--- config.mk ---
export PLATFORM = sky130hd
export DESIGN_NAME = uart_rx_fifo
export DESIGN_NICKNAME = d
export VERILOG_FILES = /design/src/rtl/p3p_pkg.sv /design/src/rtl/sync_fifo.sv /design/src/rtl/uart_rx_fifo.sv
export SDC_FILE = /design/constraint.sdc
export NUM_CORES = 1
export LEC_CHECK = 0
export BUFFER_PORTS_ARGS = -buffer_cell sky130_fd_sc_hd__buf_2
export CAP_MARGIN = 20
export CORE_UTILIZATION = 35
export DETAILED_ROUTE_END_ITERATION = 8
export PLACE_DENSITY_LB_ADDON = 0.3
export SETUP_SLACK_MARGIN = 0.3
export SYNTH_ARGS = -nofsm -noshare
export SYNTH_HDL_FRONTEND = slang
export SYNTH_HIERARCHICAL = 1
export SYNTH_SLANG_ARGS = --single-unit
--- constraint.sdc ---
create_clock -name clk -period 3.55 [get_ports clk]
set_input_delay 0.71 -clock clk [delete_from_list [all_inputs] [get_ports clk]]
set_output_delay 0.71 -clock clk [all_outputs]
set_load 0.01 [all_outputs]
--- src/rtl/p3p_pkg.sv ---
// Shared types for the receive path: parity selection, UART FSM states,
// the project-wide number type, and the baud divider helper.
package p3p_pkg;

   typedef enum logic [1:0] {
      PAR_NONE = 2'd0,
      PAR_ODD  = 2'd1,
      PAR_EVEN = 2'd2
   } parity_t;

   typedef enum logic [2:0] {
      IDLE   = 3'd0,
      START  = 3'd1,
      DATA   = 3'd2,
      PARITY = 3'd3,
      STOP   = 3'd4,
      BREAK  = 3'd5
   } uart_state_t;

   typedef logic signed [15:0] num;

   // Clocks per bit, rounded to nearest.
   function automatic int clk_div(input int clk_hz, input int baud);
      return (clk_hz + baud / 2) / baud;
   endfunction

endpackage

--- src/rtl/sync_fifo.sv ---
// First-word fall-through FIFO; head valid 1 cycle after a push into empty.
// Push while full is accepted only alongside a pop; head holds the last popped word when empty.
module sync_fifo #(
   parameter int WIDTH = 8,
   parameter int DEPTH = 16
) (
   input  logic                     clk,
   input  logic                     reset,
   input  logic                     push_i,
   input  logic [WIDTH-1:0]         push_dat_i,
   input  logic                     pop_i,
   output logic [WIDTH-1:0]         head_o,
   output logic                     vld_o,
   output logic                     full_o,
   output logic [$clog2(DEPTH):0]   count_o
);

   localparam int AW = $clog2(DEPTH);
   localparam int CW = AW + 1;

   logic [WIDTH-1:0] mem [DEPTH];
   logic [AW-1:0]    wr_q, rd_q;
   logic [CW-1:0]    count_q;
   logic [WIDTH-1:0] hold_q;
   logic             empty, do_pop, do_push;

   assign empty   = (count_q == '0);
   assign full_o  = (count_q == CW'(DEPTH));
   assign do_pop  = pop_i & ~empty;
   assign do_push = push_i & (~full_o | do_pop);

   always_ff @(posedge clk) begin
      if (do_push) mem[wr_q] <= push_dat_i;
   end

   always_ff @(posedge clk) begin
      if (reset) begin
         wr_q    <= '0;
         rd_q    <= '0;
         count_q <= '0;
         hold_q  <= '0;
      end else begin
         if (do_push) wr_q <= wr_q + 1'b1;
         if (do_pop) begin
            rd_q   <= rd_q + 1'b1;
            hold_q <= mem[rd_q];
         end
         if (do_push && !do_pop)      count_q <= count_q + 1'b1;
         else if (do_pop && !do_push) count_q <= count_q - 1'b1;
      end
   end

   assign head_o  = empty ? hold_q : mem[rd_q];
   assign vld_o   = ~empty;
   assign count_o = count_q;

endmodule

--- src/rtl/uart_rx_fifo.sv ---
// UART receiver (configurable width/parity) feeding a FWFT FIFO; push 1 cycle after stop sample, valid 1 later.
// Consumer stalls via m_ready; a good word arriving while full without a pop is dropped with an overrun pulse.
module uart_rx_fifo
   import p3p_pkg::*;
#(
   parameter int      CLK_HZ     = 50_000_000,
   parameter int      BAUD       = 115_200,
   parameter int      DATA_BITS  = 8,
   parameter parity_t PARITY     = PAR_NONE,
   parameter int      FIFO_DEPTH = 16
) (
   input  logic                          clk,
   input  logic                          reset,
   input  logic                          rx,
   output logic [DATA_BITS-1:0]          m_data,
   output logic                          m_valid,
   input  logic                          m_ready,
   output logic [$clog2(FIFO_DEPTH):0]   fifo_count,
   output logic                          frame_err,
   output logic                          parity_err,
   output logic                          overrun
);

   localparam int DIV = clk_div(CLK_HZ, BAUD);
   localparam int TW  = $clog2(DIV);
   localparam int IW  = $clog2(DATA_BITS);

   uart_state_t          state_q, state_d;
   logic [TW-1:0]        timer_q, timer_d;
   logic [IW-1:0]        idx_q, idx_d;
   logic [DATA_BITS-1:0] shift_q, shift_d;
   logic                 pmis_q, pmis_d;
   logic                 push_q, push_d;
   logic                 ferr_q, ferr_d;
   logic                 perr_q, perr_d;
   logic                 ovr_q;
   logic                 rx_meta_q, rx_s_q, rx_prev_q;
   logic                 mid, par_exp, fifo_full;

   assign mid     = (timer_q == '0);
   assign par_exp = (PARITY == PAR_EVEN) ? ^shift_q : ~^shift_q;

   always_comb begin
      state_d = state_q;
      timer_d = timer_q;
      idx_d   = idx_q;
      shift_d = shift_q;
      pmis_d  = pmis_q;
      push_d  = 1'b0;
      ferr_d  = 1'b0;
      perr_d  = 1'b0;
      if (state_q != IDLE && state_q != BREAK)
         timer_d = mid ? TW'(DIV - 1) : timer_q - 1'b1;
      case (state_q)
         IDLE: if (rx_prev_q && !rx_s_q) begin
            timer_d = TW'(DIV / 2 - 1);
            state_d = START;
         end
         START: if (mid) begin
            state_d = rx_s_q ? IDLE : DATA;
            idx_d   = '0;
            pmis_d  = 1'b0;
         end
         DATA: if (mid) begin
            shift_d = {rx_s_q, shift_q[DATA_BITS-1:1]};
            if (idx_q == IW'(DATA_BITS - 1))
               state_d = (PARITY != PAR_NONE) ? p3p_pkg::PARITY : STOP;
            else
               idx_d = idx_q + 1'b1;
         end
         p3p_pkg::PARITY: if (mid) begin
            pmis_d  = (rx_s_q != par_exp);
            state_d = STOP;
         end
         STOP: if (mid) begin
            if (!rx_s_q) begin
               ferr_d  = 1'b1;
               state_d = BREAK;
            end else begin
               perr_d  = pmis_q;
               push_d  = ~pmis_q;
               state_d = IDLE;
            end
         end
         BREAK: if (rx_s_q) state_d = IDLE;
         default: state_d = IDLE;
      endcase
   end

   always_ff @(posedge clk) begin
      if (reset) begin
         state_q   <= IDLE;
         timer_q   <= '0;
         idx_q     <= '0;
         shift_q   <= '0;
         pmis_q    <= 1'b0;
         push_q    <= 1'b0;
         ferr_q    <= 1'b0;
         perr_q    <= 1'b0;
         ovr_q     <= 1'b0;
         rx_meta_q <= 1'b1;
         rx_s_q    <= 1'b1;
         rx_prev_q <= 1'b1;
      end else begin
         state_q   <= state_d;
         timer_q   <= timer_d;
         idx_q     <= idx_d;
         shift_q   <= shift_d;
         pmis_q    <= pmis_d;
         push_q    <= push_d;
         ferr_q    <= ferr_d;
         perr_q    <= perr_d;
         ovr_q     <= push_q & fifo_full & ~m_ready;
         rx_meta_q <= rx;
         rx_s_q    <= rx_meta_q;
         rx_prev_q <= rx_s_q;
      end
   end

   // shift_q is stable while push_q is high: IDLE never touches it.
   sync_fifo #(
      .WIDTH (DATA_BITS),
      .DEPTH (FIFO_DEPTH)
   ) u_fifo (
      .clk        (clk),
      .reset      (reset),
      .push_i     (push_q),
      .push_dat_i (shift_q),
      .pop_i      (m_ready),
      .head_o     (m_data),
      .vld_o      (m_valid),
      .full_o     (fifo_full),
      .count_o    (fifo_count)
   );

   assign frame_err  = ferr_q;
   assign parity_err = perr_q;
   assign overrun    = ovr_q;

endmodule

==> reports/qor.yml <==
drt:
  detail_route.vias_per_cell: 5.14
  detailedRoute.firstIterationViolations: 306
  wl_final_mm: 15.5
  number_of_iterations_in_the_first_detailed_routing_pass: 4
  vias: 4233
  wire_per_inst_um: 18.8
  drt.antenna.violating_nets: 0
  drcViolationCount: 0
placement:
  place_area_sq_um: 7960
  io_buf_count: 20
  place.detailed.hpwl_mm: 9.83
  gp_congestion: 0.764
clocking:
  clock_sinks: 184
  clock_pin_slew_of_the_registers_on_the_worst_case_setup_and_hold_paths_ns: 0.07
  clk_path_buf_depth: 2
  numCtsBuffers: 17
  htreeDepth: 4
  clock_latency_ns: 0.43
  cts_root_buffer: "clkbuf_16"
  cts_hold_repair.buffers: 0
  tritoncts: "built"
global_route:
  wire_length_of_the_first_global_routing_pass_mm: 24.5
  gr-usage-met1_pct: 18.8
  grt_start_max_net_pins: 52
  globalRoute.busiestLayer: "met2"
  first_global_vias: 4365
  grt_util_all_layers_pct: 15.1
  grt_use_met2_pct: 25.8
  grt_antenna_before_repair: 0
  gr-total-overflow: 0
  use_met3_pct: 2.75
setup_path:
  critPathKind: "reg2out"
  regToRegStartpoint: "u_fifo/count_o[0]$_SDFFE_PP0P_"
  startpoint_type: "register"
  worstPathRequired_ns: 2.84
  arrival_ns: 2.43
  rrSetupSlack_ns: 0.48
  worst_reg_to_reg_cells: 9
  cp_max_fo: 25
  timing.critical_path.to_type: "output pin"
  worstReg2RegEnd: "u_fifo/count_o[4]$_SDFFE_PP0P_"
die:
  num_io_pins: 21
  dieHeight_um: 149
  row_count: 53
  die_width_um: 149
  die_area_sq_um: 22200
  core_area_sq_um: 21100
  initial_utilization_pct: 35.9
synth:
  synth_enable_flop_cells: 128
  ys_seq_area_share_pct: 65.6
  synthDominantAreaCellType: "edfxtp_1"
  synth.distinct_cells: 54
  asyncSetResetFlopFracSynth_pct: 0
  synth_top_cell_area_share_pct: 50.8
  synthesis.nets: 531
  synthCells: 514
  ys.flop_type: "edfxtp_1"
  syn_avg_cell_area_sq_um: 14.7
  synthesis.area_sq_um: 7570
  yosysWarnings: 6
  synth.ff_latch_count: 184
  largest_cells_by_area_after_synthesis: "edfxtp_1, dfxtp_1, mux4_2"
job:
  max-cap-violations: 0
min_path:
  worst_hold_path_cell_count: 1
  min-delay-path-class: "reg2reg"
  worstHoldEndpoint: "rx_s_q$_SDFF_PP1_"
  hp-start: "rx_meta_q$_SDFF_PP1_"
power:
  power.static_leakage_uw: 0.00284
  vdd_drop_max_mv: 0.347
  p_per_area_nw_per_um2: 586
  p_total_uw: 5010
layout:
  mostFrequentLayoutCell: "edfxtp_1"
  fillCellCount: 1950
  area_growth_pct: 13.0
  final_net_count: 553
  stdcell_area_sq_um: 8550
  post_route_cells_drive_above_1_share_pct: 19.5
  diodes: 0
  most_frequent_cells_in_the_layout: "edfxtp_1, nor2_1, dfxtp_1, mux4_2, nand2_1"
sta:
  min_period_over_period_pct: 88.3
  fin_skew_ns: 0.0148
  tns_ns: 0
  relSlewSlack_pct: 35.5
  finalMaxSlewViolations: 0
  grt_setup_unrepaired: "false"
  hold_vio_cnt_final: 0
  final.hold.worst_slack_ns: 0.424
  timing_worst_slew_pin_value_ns: 0.967
  finalSetupViolCount: 0
  maximum_clock_rate_mhz: 319
  period_needed_ns: 3.14
run_status:
  outcome: "complete, no violations"
[layout make-up]
cell class / instances / area (sq um) / share of cell area [%]
Multi-Input combinational cell: 291 / 2430 / 28.4
Timing Repair Buffer: 30 / 188 / 2.19
Sequential cell: 184 / 4970 / 58.1
Tap cell: 275 / 344 / 4.02
Clock buffer: 21 / 462 / 5.40
Clock inverter: 11 / 116 / 1.36
Inverter: 12 / 45.0 / 0.527
[how the worst max path moves through the flow]
stage / slack (ns) / startpoint / cells after the start / to
2_1_floorplan: 0.52 / u_fifo/count_o[0]$_SDFFE_PP0P_ / 11 / u_fifo/count_o[4]$_SDFFE_PP0P_
3_3_place_gp: 0.43 / u_fifo/count_o[0]$_SDFFE_PP0P_ / 9 / u_fifo/count_o[4]$_SDFFE_PP0P_
3_5_place_dp: 0.37 / u_fifo/count_o[0]$_SDFFE_PP0P_ / 9 / u_fifo/count_o[4]$_SDFFE_PP0P_
4_1_cts: 0.37 / u_fifo/count_o[0]$_SDFFE_PP0P_ / 9 / u_fifo/count_o[4]$_SDFFE_PP0P_
5_1_grt: 0.30 / u_fifo/count_o[0]$_SDFFE_PP0P_ / 9 / u_fifo/count_o[4]$_SDFFE_PP0P_
6_report: 0.41 / register / 6 / m_data[5]
[logic make-up (layout without fill, tap and decap cells)]
| kind of cell | after synthesis | in the layout | synth area share, % |
|---|---|---|---|
| multiplexers | 47 | 47 | 11.5 |
| AND/OR/NAND/NOR | 129 | 129 | 8.46 |
| XOR/XNOR | 23 | 23 | 2.76 |
| flip-flops | 184 | 184 | 65.6 |
| adder cells (fa/ha/maj) | 13 | 13 | 2.25 |
| AO/OA/AOI/OAI | 79 | 79 | 7.06 |
| buffers and inverters | 39 | 74 | 2.35 |
[cells in the mapped netlist, types with 2 or more instances]
master and number:
xnor2_1 12, mux2i_1 14, mux4_2 32, a22o_1 16, nand2_1 26, a32oi_1 2, o211ai_1 3, xor2_1 10
edfxtp_1 128, inv_1 11, clkbuf_1 13, or4_1 2, nor3b_2 3, nor2b_1 3, and2_1 3, nand3_1 3
o21ai_0 20, ha_1 12, nand3b_1 4, nor3b_1 2, nor2_1 59, buf_1 3, a21oi_1 22, dfxtp_1 56
nor3_1 7, buf_6 2, buf_2 7, a211oi_1 2, nand2b_1 5, or3_1 2, a21o_1 3, or2_2 4
buf_4 2
[through the flow]
| step | worst slack [ns] | cells | util [%] |
|---|---|---|---|
| global route | 0.303 | 824 | 40.6 |
| global placement | 0.433 | 791 | 37.8 |
| CTS | 0.365 | 823 | 40.5 |
| detailed placement | 0.373 | 791 | 37.8 |
| floorplan | 0.519 | 514 | - |
| finish | 0.414 | 824 | 40.6 |
[flip-flops by register name, indices dropped and copies added, names as in the netlist, named ones only]
register and count:
u_fifo/count_o 5, u_fifo/rd_q 4, state_q 3, idx_q 3, u_fifo/hold_q 8, u_fifo/mem 128, pmis_q 1, push_q 1
rx_prev_q 1, parity_err 1, rx_meta_q 1, frame_err 1, shift_q 8, rx_s_q 1, overrun 1, timer_q 9
u_fifo/wr_q 4
[per-layer routing]
metal  part of all wire [%]  up-vias
met5                      0        -
met4                    1.9        0
met3                    3.3       17
met2                     51       75
met1                     44     2165
li1                       -     1976
[worst max-delay path, stage by stage (launching register included)]
cell	delay, ns
dfxtp_4	0.46
buf_12	0.27
mux4_2	0.52
a22o_1	0.29
nor2_1	0.11
o21ai_0	0.14
buf_2	0.18
[repair_timing]
action                                  in CTS  in global routing
cloned                                       0                  0
pin swaps                                    0                  1
endpoints found under the setup margin       2                  1
resized for setup                            1                  1
setup buffers                                0                  1
[power by group]
| part | internal [uW] | switching [uW] | total [uW] |
|---|---|---|---|
| Combinational | 312 | 471 | 783 |
| Clock | 1020 | 813 | 1830 |
| Sequential | 2330 | 67.0 | 2400 |
No activity file was read; power rests on OpenSTA's default activity.
